### src/rtl/alu_issue_pkg.sv
// Shared types for the ALU issue controller: a local copy of the ariane_pkg
// fu_data_t / fu_op subset used here, plus the writeback FIFO entry.
package alu_issue_pkg;

  localparam int TRANS_ID_W    = 3;
  localparam int WB_DEPTH_DFLT = 4;
  localparam int WB_PTR_W      = $clog2(WB_DEPTH_DFLT);

  typedef enum logic [3:0] {
    ADD  = 4'd0,
    SUB  = 4'd1,
    ANDL = 4'd2,
    ORL  = 4'd3,
    XORL = 4'd4,
    EQ   = 4'd5,
    NE   = 4'd6,
    LTS  = 4'd7
  } fu_op;

  typedef struct packed {
    fu_op                  operator;
    logic [63:0]           operand_a;
    logic [63:0]           operand_b;
    logic [63:0]           imm;
    logic [TRANS_ID_W-1:0] trans_id;
  } fu_data_t;

  typedef struct packed {
    logic [TRANS_ID_W-1:0] trans_id;
    logic [63:0]           result;
    logic                  branch_res;
  } wb_entry_t;

endpackage

### src/rtl/alu_wb_fifo.sv
// Writeback FIFO holding ALU results until the commit side takes them.
// Flush empties it at the next edge and overrides any push or pop.
module alu_wb_fifo
  import alu_issue_pkg::*;
#(
  parameter int  DEPTH   = 4,
  parameter type ENTRY_T = wb_entry_t
) (
  input  logic                       clk_i,
  input  logic                       rst_i,
  input  logic                       flush_i,
  input  logic                       push_i,
  input  logic                       pop_i,
  input  ENTRY_T                     data_i,
  output ENTRY_T                     data_o,
  output logic                       full_o,
  output logic                       empty_o,
  output logic [$clog2(DEPTH+1)-1:0] count_o
);

  localparam int PTR_W = $clog2(DEPTH);
  localparam int CNT_W = $clog2(DEPTH+1);

  ENTRY_T             r_mem [DEPTH];
  logic [PTR_W-1:0]   r_rdPtr;
  logic [PTR_W-1:0]   r_wrPtr;
  logic [CNT_W-1:0]   r_count;
  logic               w_push;
  logic               w_pop;

  assign full_o  = (r_count == CNT_W'(DEPTH));
  assign empty_o = (r_count == '0);
  assign count_o = r_count;
  assign data_o  = r_mem[r_rdPtr];

  assign w_push = push_i & ~full_o & ~flush_i;
  assign w_pop  = pop_i & ~empty_o & ~flush_i;

  // Pointers wrap naturally because DEPTH is a power of two.
  always_ff @(posedge clk_i or posedge rst_i) begin
    if (rst_i) begin
      r_rdPtr <= '0;
      r_wrPtr <= '0;
      r_count <= '0;
    end else if (flush_i) begin
      r_rdPtr <= '0;
      r_wrPtr <= '0;
      r_count <= '0;
    end else begin
      if (w_push) r_wrPtr <= r_wrPtr + PTR_W'(1);
      if (w_pop)  r_rdPtr <= r_rdPtr + PTR_W'(1);
      r_count <= r_count + CNT_W'(w_push) - CNT_W'(w_pop);
    end
  end

  always_ff @(posedge clk_i) begin
    if (w_push) r_mem[r_wrPtr] <= data_i;
  end

  always @(posedge clk_i) begin
    if (!rst_i) begin
      assert (!(push_i && full_o));
      assert (!(pop_i && empty_o));
    end
  end

endmodule

### src/rtl/alu_issue_ctrl.sv
// Issue stage S1 feeding the combinational ALU, with results collected into a writeback FIFO.
// Optional perf counters are enabled by defining ALU_ISSUE_PERF_EN.
module alu_issue_ctrl
  import alu_issue_pkg::*;
#(
  parameter int WB_DEPTH      = WB_DEPTH_DFLT,
  parameter int TRANS_ID_BITS = TRANS_ID_W
) (
  input  logic                          clk_i,
  input  logic                          rst_i,
  input  logic                          flush_i,
  input  logic                          issue_valid_i,
  output logic                          issue_ready_o,
  input  fu_data_t                      issue_data_i,
  output fu_data_t                      alu_data_o,
  input  logic [63:0]                   alu_result_i,
  input  logic                          alu_branch_res_i,
  output logic                          wb_valid_o,
  input  logic                          wb_ready_i,
  output logic [TRANS_ID_BITS-1:0]      wb_trans_id_o,
  output logic [63:0]                   wb_result_o,
  output logic                          wb_branch_res_o,
  output logic [$clog2(WB_DEPTH+2)-1:0] in_flight_o
`ifdef ALU_ISSUE_PERF_EN
  ,
  output logic [31:0]                   perf_ops_o,
  output logic [31:0]                   perf_stall_o
`endif
);

  localparam int CNT_W = $clog2(WB_DEPTH+1);
  localparam int IF_W  = $clog2(WB_DEPTH+2);

  logic             r_s1Valid;
  fu_data_t         r_s1Data;
  logic             w_fifoFull;
  logic             w_fifoEmpty;
  logic [CNT_W-1:0] w_fifoCount;
  logic             w_s1Adv;
  logic             w_accept;
  logic             w_pop;
  wb_entry_t        w_pushEntry;
  wb_entry_t        w_head;

  // Full is taken from the registered count, so a same-cycle pop never frees a slot.
  assign w_s1Adv       = r_s1Valid & ~w_fifoFull;
  assign issue_ready_o = ~r_s1Valid | w_s1Adv;
  assign w_accept      = issue_valid_i & issue_ready_o;
  assign w_pop         = ~w_fifoEmpty & wb_ready_i;

  always_comb begin
    w_pushEntry            = '0;
    w_pushEntry.trans_id   = r_s1Data.trans_id;
    w_pushEntry.result     = alu_result_i;
    w_pushEntry.branch_res = alu_branch_res_i;
  end

  always_ff @(posedge clk_i or posedge rst_i) begin
    if (rst_i) begin
      r_s1Valid <= 1'b0;
      r_s1Data  <= '0;
    end else if (flush_i) begin
      r_s1Valid <= 1'b0;
    end else if (w_accept) begin
      r_s1Valid <= 1'b1;
      r_s1Data  <= issue_data_i;
    end else if (w_s1Adv) begin
      r_s1Valid <= 1'b0;
    end
  end

  alu_wb_fifo #(
    .DEPTH   (WB_DEPTH),
    .ENTRY_T (wb_entry_t)
  ) u_wbFifo (
    .clk_i   (clk_i),
    .rst_i   (rst_i),
    .flush_i (flush_i),
    .push_i  (w_s1Adv),
    .pop_i   (w_pop),
    .data_i  (w_pushEntry),
    .data_o  (w_head),
    .full_o  (w_fifoFull),
    .empty_o (w_fifoEmpty),
    .count_o (w_fifoCount)
  );

  assign alu_data_o      = r_s1Data;
  assign wb_valid_o      = ~w_fifoEmpty;
  assign wb_trans_id_o   = w_fifoEmpty ? '0 : TRANS_ID_BITS'(w_head.trans_id);
  assign wb_result_o     = w_fifoEmpty ? '0 : w_head.result;
  assign wb_branch_res_o = ~w_fifoEmpty & w_head.branch_res;
  assign in_flight_o     = IF_W'(w_fifoCount) + IF_W'(r_s1Valid);

`ifdef ALU_ISSUE_PERF_EN
  logic [31:0] r_perfOps;
  logic [31:0] r_perfStall;

  always_ff @(posedge clk_i or posedge rst_i) begin
    if (rst_i) begin
      r_perfOps   <= '0;
      r_perfStall <= '0;
    end else if (flush_i) begin
      r_perfOps   <= '0;
      r_perfStall <= '0;
    end else begin
      if (w_pop)                   r_perfOps   <= r_perfOps + 32'd1;
      if (r_s1Valid & w_fifoFull)  r_perfStall <= r_perfStall + 32'd1;
    end
  end

  assign perf_ops_o   = r_perfOps;
  assign perf_stall_o = r_perfStall;
`endif

  always @(posedge clk_i) begin
    if (!rst_i) assert (in_flight_o <= IF_W'(WB_DEPTH + 1));
  end

endmodule

### config.mk
export PLATFORM = sky130hd
export DESIGN_NAME = alu_issue_ctrl
export DESIGN_NICKNAME = d
export VERILOG_FILES = /design/src/rtl/alu_issue_pkg.sv /design/src/rtl/alu_wb_fifo.sv /design/src/rtl/alu_issue_ctrl.sv
export SDC_FILE = /design/constraint.sdc
export NUM_CORES = 1
export LEC_CHECK = 0
export BUFFER_PORTS_ARGS = -buffer_cell sky130_fd_sc_hd__clkbuf_2
export CORE_MARGIN = 2
export CORE_UTILIZATION = 29
export DETAILED_ROUTE_END_ITERATION = 12
export PLACE_DENSITY = 0.49
export SYNTH_ARGS = -nofsm -noshare
export SYNTH_HDL_FRONTEND = slang
export SYNTH_SLANG_ARGS = --single-unit
### constraint.sdc
create_clock -name clk_i -period 14.4 [get_ports clk_i]
set_input_delay 0.72 -clock clk_i [delete_from_list [all_inputs] [get_ports clk_i]]
set_output_delay 0.72 -clock clk_i [all_outputs]
set_load 0.005 [all_outputs]
==> impl_metrics.env, run 1 <==
export IMPL_rr_worst_depth=4
export IMPL_syn_nets=1188
export IMPL_design_portCount=541
export IMPL_placed_cell_area_mm2=0.0218
export IMPL_grt_usage=0.159
export IMPL_pre_cts_ws_ns=10.98
export IMPL_grt_overflow_total=0
export IMPL_status="completed"
export IMPL_hold_violations=0
export IMPL_post_cts_buffers=0
export IMPL_final_area_mm2=0.0235
export IMPL_worst_slack_ns=10.48
export IMPL_final_nets=1747
export IMPL_start_kind="flip-flop"
export IMPL_fin_skew_ns=0.0224
export IMPL_cts_made_buffers=55
export IMPL_fp_coreArea_mm2=0.0619
export IMPL_initial_utilization=0.294
export IMPL_slew_headroom=0.197
export IMPL_yosysUniqueCellTypes=27
export IMPL_cts_root_buf="clkbuf_16"
export IMPL_worstPathRequired_ns=13.68
export IMPL_clk_pin_slew_worst_paths_ns=0.06
export IMPL_post_route_min_period_ns=3.92
export IMPL_port_buffers=540
export IMPL_hp_class="in -> async"
export IMPL_clockBufferDepth=3
export IMPL_clock_sinks=479
export IMPL_critical_path_class="reg -> out"
export IMPL_synth_seq_cells=479
export IMPL_cts_tree="done"
export IMPL_grt_pass1_vias=11200
export IMPL_final_cells=2353
export IMPL_final_core_util=0.380
export IMPL_ir_drop_mv=0.0830
export IMPL_grt_max_degree=186
export IMPL_cp_num_buf_inv=2
export IMPL_slowest_stage="buf_4"
export IMPL_dp_cells=2249
export IMPL_area_growth_syn_to_layout_pct=29.2
export IMPL_syn_inst=910
export IMPL_final_cell_mix="clkbuf_2 (540), edfxtp_1 (272), dfrtp_1 (205)"
export IMPL_critPathMaxStageDelay_ns=0.88
export IMPL_path_cells="buf_4, mux4_2, and2_1, clkbuf_2"
export IMPL_cp_top_family="buffers and inverters"
export IMPL_p_per_area_mw_per_mm2=166
export IMPL_remaining_drc_errors=0
export IMPL_max_freq_ghz=0.255
export IMPL_ant_nets=0
export IMPL_worstSkewPairLatency_ns=0.59
export IMPL_r2r_slack_ns=11.33
export IMPL_finalWeightedCongestion=0.814
export IMPL_worst_pin_slew_ns=1.20
export IMPL_post_route_period_util=0.272
export IMPL_drv_cap=0
export IMPL_die_h_um=255
export IMPL_synth_avg_cell_area_um2=20.0
export IMPL_vias=10300
export IMPL_yosysSeqAreaShare=0.732
export IMPL_regArea_mm2=0.0134
export IMPL_grt_pass1_wl_um=75100
export IMPL_layout_commonest_cell="clkbuf_2"
export IMPL_postCtsHoldBufs=0
export IMPL_die_x_um=255
export IMPL_ys_warn_count=0
export IMPL_rows=91
export IMPL_setup_tns_ns=0
export IMPL_routedWlPerCell_um=22.1
export IMPL_rr_startpoint="u_wbFifo.count_o[1]$_DFF_PP0_"
export IMPL_maxSlewViolCount=0
export IMPL_syn_area_mm2=0.0182
export IMPL_dpl_hpwl_um=36200
export IMPL_num_fill_cells=5974
export IMPL_r2r_end="alu_data_o[189]$_DFFE_PP0P_"
export IMPL_cts_resized_gates=0
export IMPL_cts_htree_levels=2
export IMPL_critPathMaxFanout=49
export IMPL_wirelength_um=52100
export IMPL_drtIter0Drc=326
export IMPL_setup_viol=0
export IMPL_rsz0062_at_grt="no"
export IMPL_dr_pass1_iters=4
export IMPL_power_mw=3.91
export IMPL_startpoint="u_wbFifo.r_rdPtr[0]$_DFFE_PP0P_"
export IMPL_hold_ws_ns=0.249
export IMPL_endpoint_kind="output port"
export IMPL_drive_above_1_share=0.526
export IMPL_vias_per_cell=4.39
export IMPL_leakage_nw=9.56
export IMPL_antenna_found_initial=11
export IMPL_dieArea_mm2=0.0649
export IMPL_arrival_ns=3.20
export IMPL_multi_input_area_mm2=0.00455
[power by group]
part           switching [mW]  internal, mW  leakage [nW]  total (mW)
Sequential             0.0953          1.60          4.88        1.70
Combinational           0.419         0.424          3.82       0.843
Clock                   0.560         0.808         0.861        1.37
Total                    1.07          2.83          9.56        3.91
[sequential cells by signal, summed over array words and instances, names as in the netlist]
name	flops
u_wbFifo.count_o	3
alu_data_o	199
u_wbFifo.r_wrPtr	2
u_wbFifo.r_rdPtr	2
u_wbFifo.r_mem	272
r_s1Valid	1
[final cells by class]
cell class | instances | share of cell area
flip-flops and latches | 479 | 0.567
multi-input cells | 376 | 0.193
repair buffers | 550 | 0.118
clock buffers | 71 | 0.0641
well taps | 837 | 0.0445
clock inverters | 29 | 0.0108
inverters | 7 | 0.00143
diodes | 4 | 0.000425
[metal layers]
layer  global-route usage  routed length [µm]  up-vias
met5                    0                  13        -
met4               0.0471                1140        2
met3               0.0565                4660       84
met2                0.272               26300      387
met1                0.187               20000     5263
li1                     -                   -     4588
[cells by family (layout without fill, tap and decap cells)]
group	count (synthesis)	count (layout)	share of synthesized area
and+or+nand+nor	88	88	0.0290
AOI/OAI and AO/OA	6	6	0.00233
other	0	4	0
DFF	479	479	0.732
buffers and inverters	55	657	0.0197
adders and majority gates	9	9	0.00659
muxes	269	269	0.208
xor gates and xnor gates	4	4	0.00192
[synth_stat cells]
cell type  number  area (µm²)
edfxtp_1      272        8170
or3_1           1        6.26
mux2_1        110        1240
mux2_2         90        1010
buf_2          10        50.1
nor3_1          1        5.00
o31ai_1         1        7.51
mux2i_1         1        10.0
buf_4           9        67.6
ha_1            8         100
and2_1         73         457
mux4_2         68        1530
buf_12          1        20.0
nor2b_1         1        6.26
nand2b_1        3        18.8
buf_6          12         135
inv_1           7        26.3
nor2_1          8        30.0
fa_1            1        20.0
nand3_1         1        5.00
clkbuf_1       16        60.1
a311oi_1        1        8.76
a21boi_0        1        7.51
xor2_1          4        35.0
o311ai_0        1        8.76
a21oi_1         2        10.0
dfrtp_1       207        5180
[worst max-delay path by stage]
stage,endpoint,slack [ns],cells after the start
after floorplan,alu_data_o[0]$_DFFE_PP0P_,8.03,1
after global placement,wb_result_o[30],10.98,4
after detailed placement,wb_result_o[5],10.98,4
after CTS,wb_result_o[5],10.32,4
after global routing,wb_result_o[13],10.18,4
final,wb_result_o[30],10.48,4
[worst reg2reg max path, cell delays in order, from the launching register on]
cell and delay (ns):
dfrtp_1 0.50, nor2_1 0.17, a311oi_4 0.84, buf_12 0.69
mux2_2 0.75
Power figures use the tool's default switching activity.
==> inputs of run 2 (changes only) <==
--- a/config.mk
+++ b/config.mk
@@ -5,11 +5,12 @@
 export SDC_FILE = /design/constraint.sdc
 export NUM_CORES = 1
 export LEC_CHECK = 0
+export ABC_AREA = 1
 export BUFFER_PORTS_ARGS = -buffer_cell sky130_fd_sc_hd__clkbuf_2
 export CORE_MARGIN = 2
 export CORE_UTILIZATION = 29
 export DETAILED_ROUTE_END_ITERATION = 12
-export PLACE_DENSITY = 0.49
+export PLACE_DENSITY = 0.5
 export SYNTH_ARGS = -nofsm -noshare
 export SYNTH_HDL_FRONTEND = slang
 export SYNTH_SLANG_ARGS = --single-unit
==> constraint.sdc (replaced) <==
create_clock -name clk_i -period 3.2 [get_ports clk_i]
set_input_delay 0.16 -clock clk_i [delete_from_list [all_inputs] [get_ports clk_i]]
set_output_delay 0.16 -clock clk_i [all_outputs]
set_load 0.005 [all_outputs]
==> impl_metrics.env, run 2 <==
export IMPL_cts_resized_gates=0
export IMPL_worst_slack_ns=0.487
export IMPL_final_area_mm2=0.0277
export IMPL_setup_viol=0
export IMPL_hp_class="in -> reg"
export IMPL_synth_flop_cell="edfxtp_1"
export IMPL_final_nets=2999
export IMPL_start_kind="flip-flop"
export IMPL_rows=95
export IMPL_synth_top_area_share=0.418
export IMPL_cts_made_buffers=55
export IMPL_dr_pass1_iters=5
export IMPL_grt_max_degree=200
export IMPL_worstPathRequired_ns=3.04
export IMPL_placed_cell_area_mm2=0.0232
export IMPL_antenna_found_initial=8
export IMPL_design_portCount=541
export IMPL_ant_nets=0
export IMPL_endpoint_kind="output port"
export IMPL_yosysTopAreaCell="edfxtp_1"
export IMPL_clk_pin_slew_worst_paths_ns=0.06
export IMPL_cts_htree_levels=2
export IMPL_critical_path_class="reg -> out"
export IMPL_drv_cap=0
export IMPL_vias_per_cell=4.45
export IMPL_grt_pass1_vias=16700
export IMPL_area_growth_syn_to_layout_pct=41.8
export IMPL_worst_pin_slew_ns=1.09
export IMPL_die_h_um=264
export IMPL_arrival_ns=2.55
export IMPL_grt_overflow_total=0
export IMPL_synth_commonest_cells="nand2_1 (816), nand3_1 (273), edfxtp_1 (272), dfrtp_1 (207), inv_1 (152)"
export IMPL_vias=16200
export IMPL_largest_register="u_wbFifo.r_mem"
export IMPL_syn_nets=2219
export IMPL_synth_avg_cell_area_um2=10.1
export IMPL_wirelength_um=65800
export IMPL_dieArea_mm2=0.0695
export IMPL_layout_commonest_cell="nand2_1"
export IMPL_routedWlPerCell_um=18.1
export IMPL_ys_warn_count=0
export IMPL_ir_drop_mv=0.392
export IMPL_post_route_period_util=0.848
export IMPL_num_fill_cells=6423
export IMPL_fin_skew_ns=0.0105
export IMPL_p_per_area_mw_per_mm2=669
export IMPL_synth_most_common_cell="nand2_1"
export IMPL_maxSlewViolCount=0
export IMPL_largest_reg_flops=272
export IMPL_synth_top_family_by_area="simple AND/OR/NAND/NOR gates"
export IMPL_critPathMaxFanout=102
export IMPL_cts_root_buf="clkbuf_16"
export IMPL_pre_cts_ws_ns=0.951
export IMPL_clockBufferDepth=3
export IMPL_hold_violations=0
export IMPL_yosys_area_share_simple=0.232
export IMPL_synth_adder_area_share=0.00615
export IMPL_synth_async_reset_ratio=0.432
export IMPL_final_cell_mix="nand2_1 (816), clkbuf_2 (540), nand3_1 (273)"
export IMPL_final_cells=3643
export IMPL_synth_compound_area_share=0.0179
export IMPL_dpl_hpwl_um=42500
export IMPL_fp_coreArea_mm2=0.0669
export IMPL_synth_seq_cells=479
export IMPL_final_core_util=0.414
export IMPL_syn_inst=1941
export IMPL_slew_headroom=0.271
export IMPL_muxShareOfSynthArea=0
export IMPL_rr_worst_depth=6
export IMPL_port_buffers=540
export IMPL_finalWeightedCongestion=0.869
export IMPL_synth_xor_area_frac=0.000448
export IMPL_dp_cells=3269
export IMPL_drive_above_1_share=0.242
export IMPL_die_x_um=264
export IMPL_rsz0062_at_grt="no"
export IMPL_setup_tns_ns=0
export IMPL_cts_tree="done"
export IMPL_hold_depth=2
export IMPL_post_route_min_period_ns=2.71
export IMPL_max_freq_ghz=0.369
export IMPL_remaining_drc_errors=0
export IMPL_postCtsHoldBufs=268
export IMPL_leakage_nw=13.4
export IMPL_drtIter0Drc=976
export IMPL_yosysSeqAreaShare=0.683
export IMPL_post_cts_buffers=0
export IMPL_grt_usage=0.186
export IMPL_synth_edf_count=272
export IMPL_clock_sinks=479
export IMPL_synth_area_leaders="edfxtp_1 (42%), dfrtp_1 (27%), nand2_1 (16%)"
export IMPL_syn_area_mm2=0.0195
export IMPL_worstSkewPairLatency_ns=0.59
export IMPL_initial_utilization=0.292
export IMPL_grt_pass1_wl_um=100000
export IMPL_yosysUniqueCellTypes=22
export IMPL_status="completed"
run 2: changes by cell type in the layout (fill, tap and decap cells not counted), sizes merged, moves of 4 or more:
cell / change
nand3: +273
a21oi: +68
and2: -73
dlygate4sd3: +268
mux2: -200
inv: +142
nor2: +4
nand2: +818
buf: +23
nand4: +4
mux4: -68
run 2: layout make-up:
class | count | area (µm²) | share of cell area
Sequential cell | 479 | 13400 | 0.482
Timing Repair Buffer | 841 | 5800 | 0.209
Multi-Input combinational cell | 1189 | 5070 | 0.183
Clock buffer | 71 | 1480 | 0.0534
Tap cell | 873 | 1090 | 0.0394
Inverter | 155 | 588 | 0.0212
Clock inverter | 28 | 319 | 0.0115
Antenna cell | 7 | 17.5 | 0.000632
run 2: logic make-up after synthesis:
group / count (synthesis)
adders and majority gates: 9
xor gates and xnor gates: 1
DFF: 479
AOI/OAI and AO/OA: 70
and+or+nand+nor: 1109
buffers and inverters: 273
run 2: worst paths after layout:
kind	startpoint	to	slack, ns
setup reg to reg	u_wbFifo.count_o[1]$_DFF_PP0_	alu_data_o[117]$_DFFE_PP0P_	0.98
setup / recovery	u_wbFifo.count_o[1]$_DFF_PP0_	issue_ready_o	0.49
min in group asynchronous	rst_i	alu_data_o[15]$_DFFE_PP0P_	0.36
max in group asynchronous	rst_i	alu_data_o[74]$_DFFE_PP0P_	1.90
hold reg to reg	alu_data_o[174]$_DFFE_PP0P_	alu_data_o[174]$_DFFE_PP0P_	0.47
hold / removal	alu_result_i[10]	u_wbFifo.r_mem[1][11]$_DFFE_PP_	0.33
run 2: metal layers:
metal	up-vias	track usage	part of all wire
met3	106	0.0598	0.077
li1	7825	-	-
met2	509	0.328	0.50
met4	2	0.0505	0.021
met5	-	0	0.00021
met1	7769	0.218	0.40
run 2: metrics by stage:
| stage | hold slack, ns | power, mW |
|---|---|---|
| floorplan | 0.223 | 9.80 |
| global placement | 0.375 | 12.1 |
| detailed placement | 0.381 | 12.1 |
| CTS | 0.279 | 18.8 |
| global route | 0.304 | 19.6 |
| finish | 0.331 | 18.5 |
run 2: worst max-delay path, cell delays in order (launching register included):
cell and delay (ns):
dfrtp_1 0.44, nor2_2 0.22, nand3_4 0.35, buf_12 0.33
buf_4 0.34, clkbuf_2 0.14
run 2: where the power goes:
group	total (mW)	leakage, nW	internal [mW]	switching, mW
Sequential	7.53	5.02	7.16	0.372
Clock	6.30	0.875	3.80	2.50
Combinational	4.70	7.53	1.77	2.93
Total	18.5	13.4	12.7	5.80
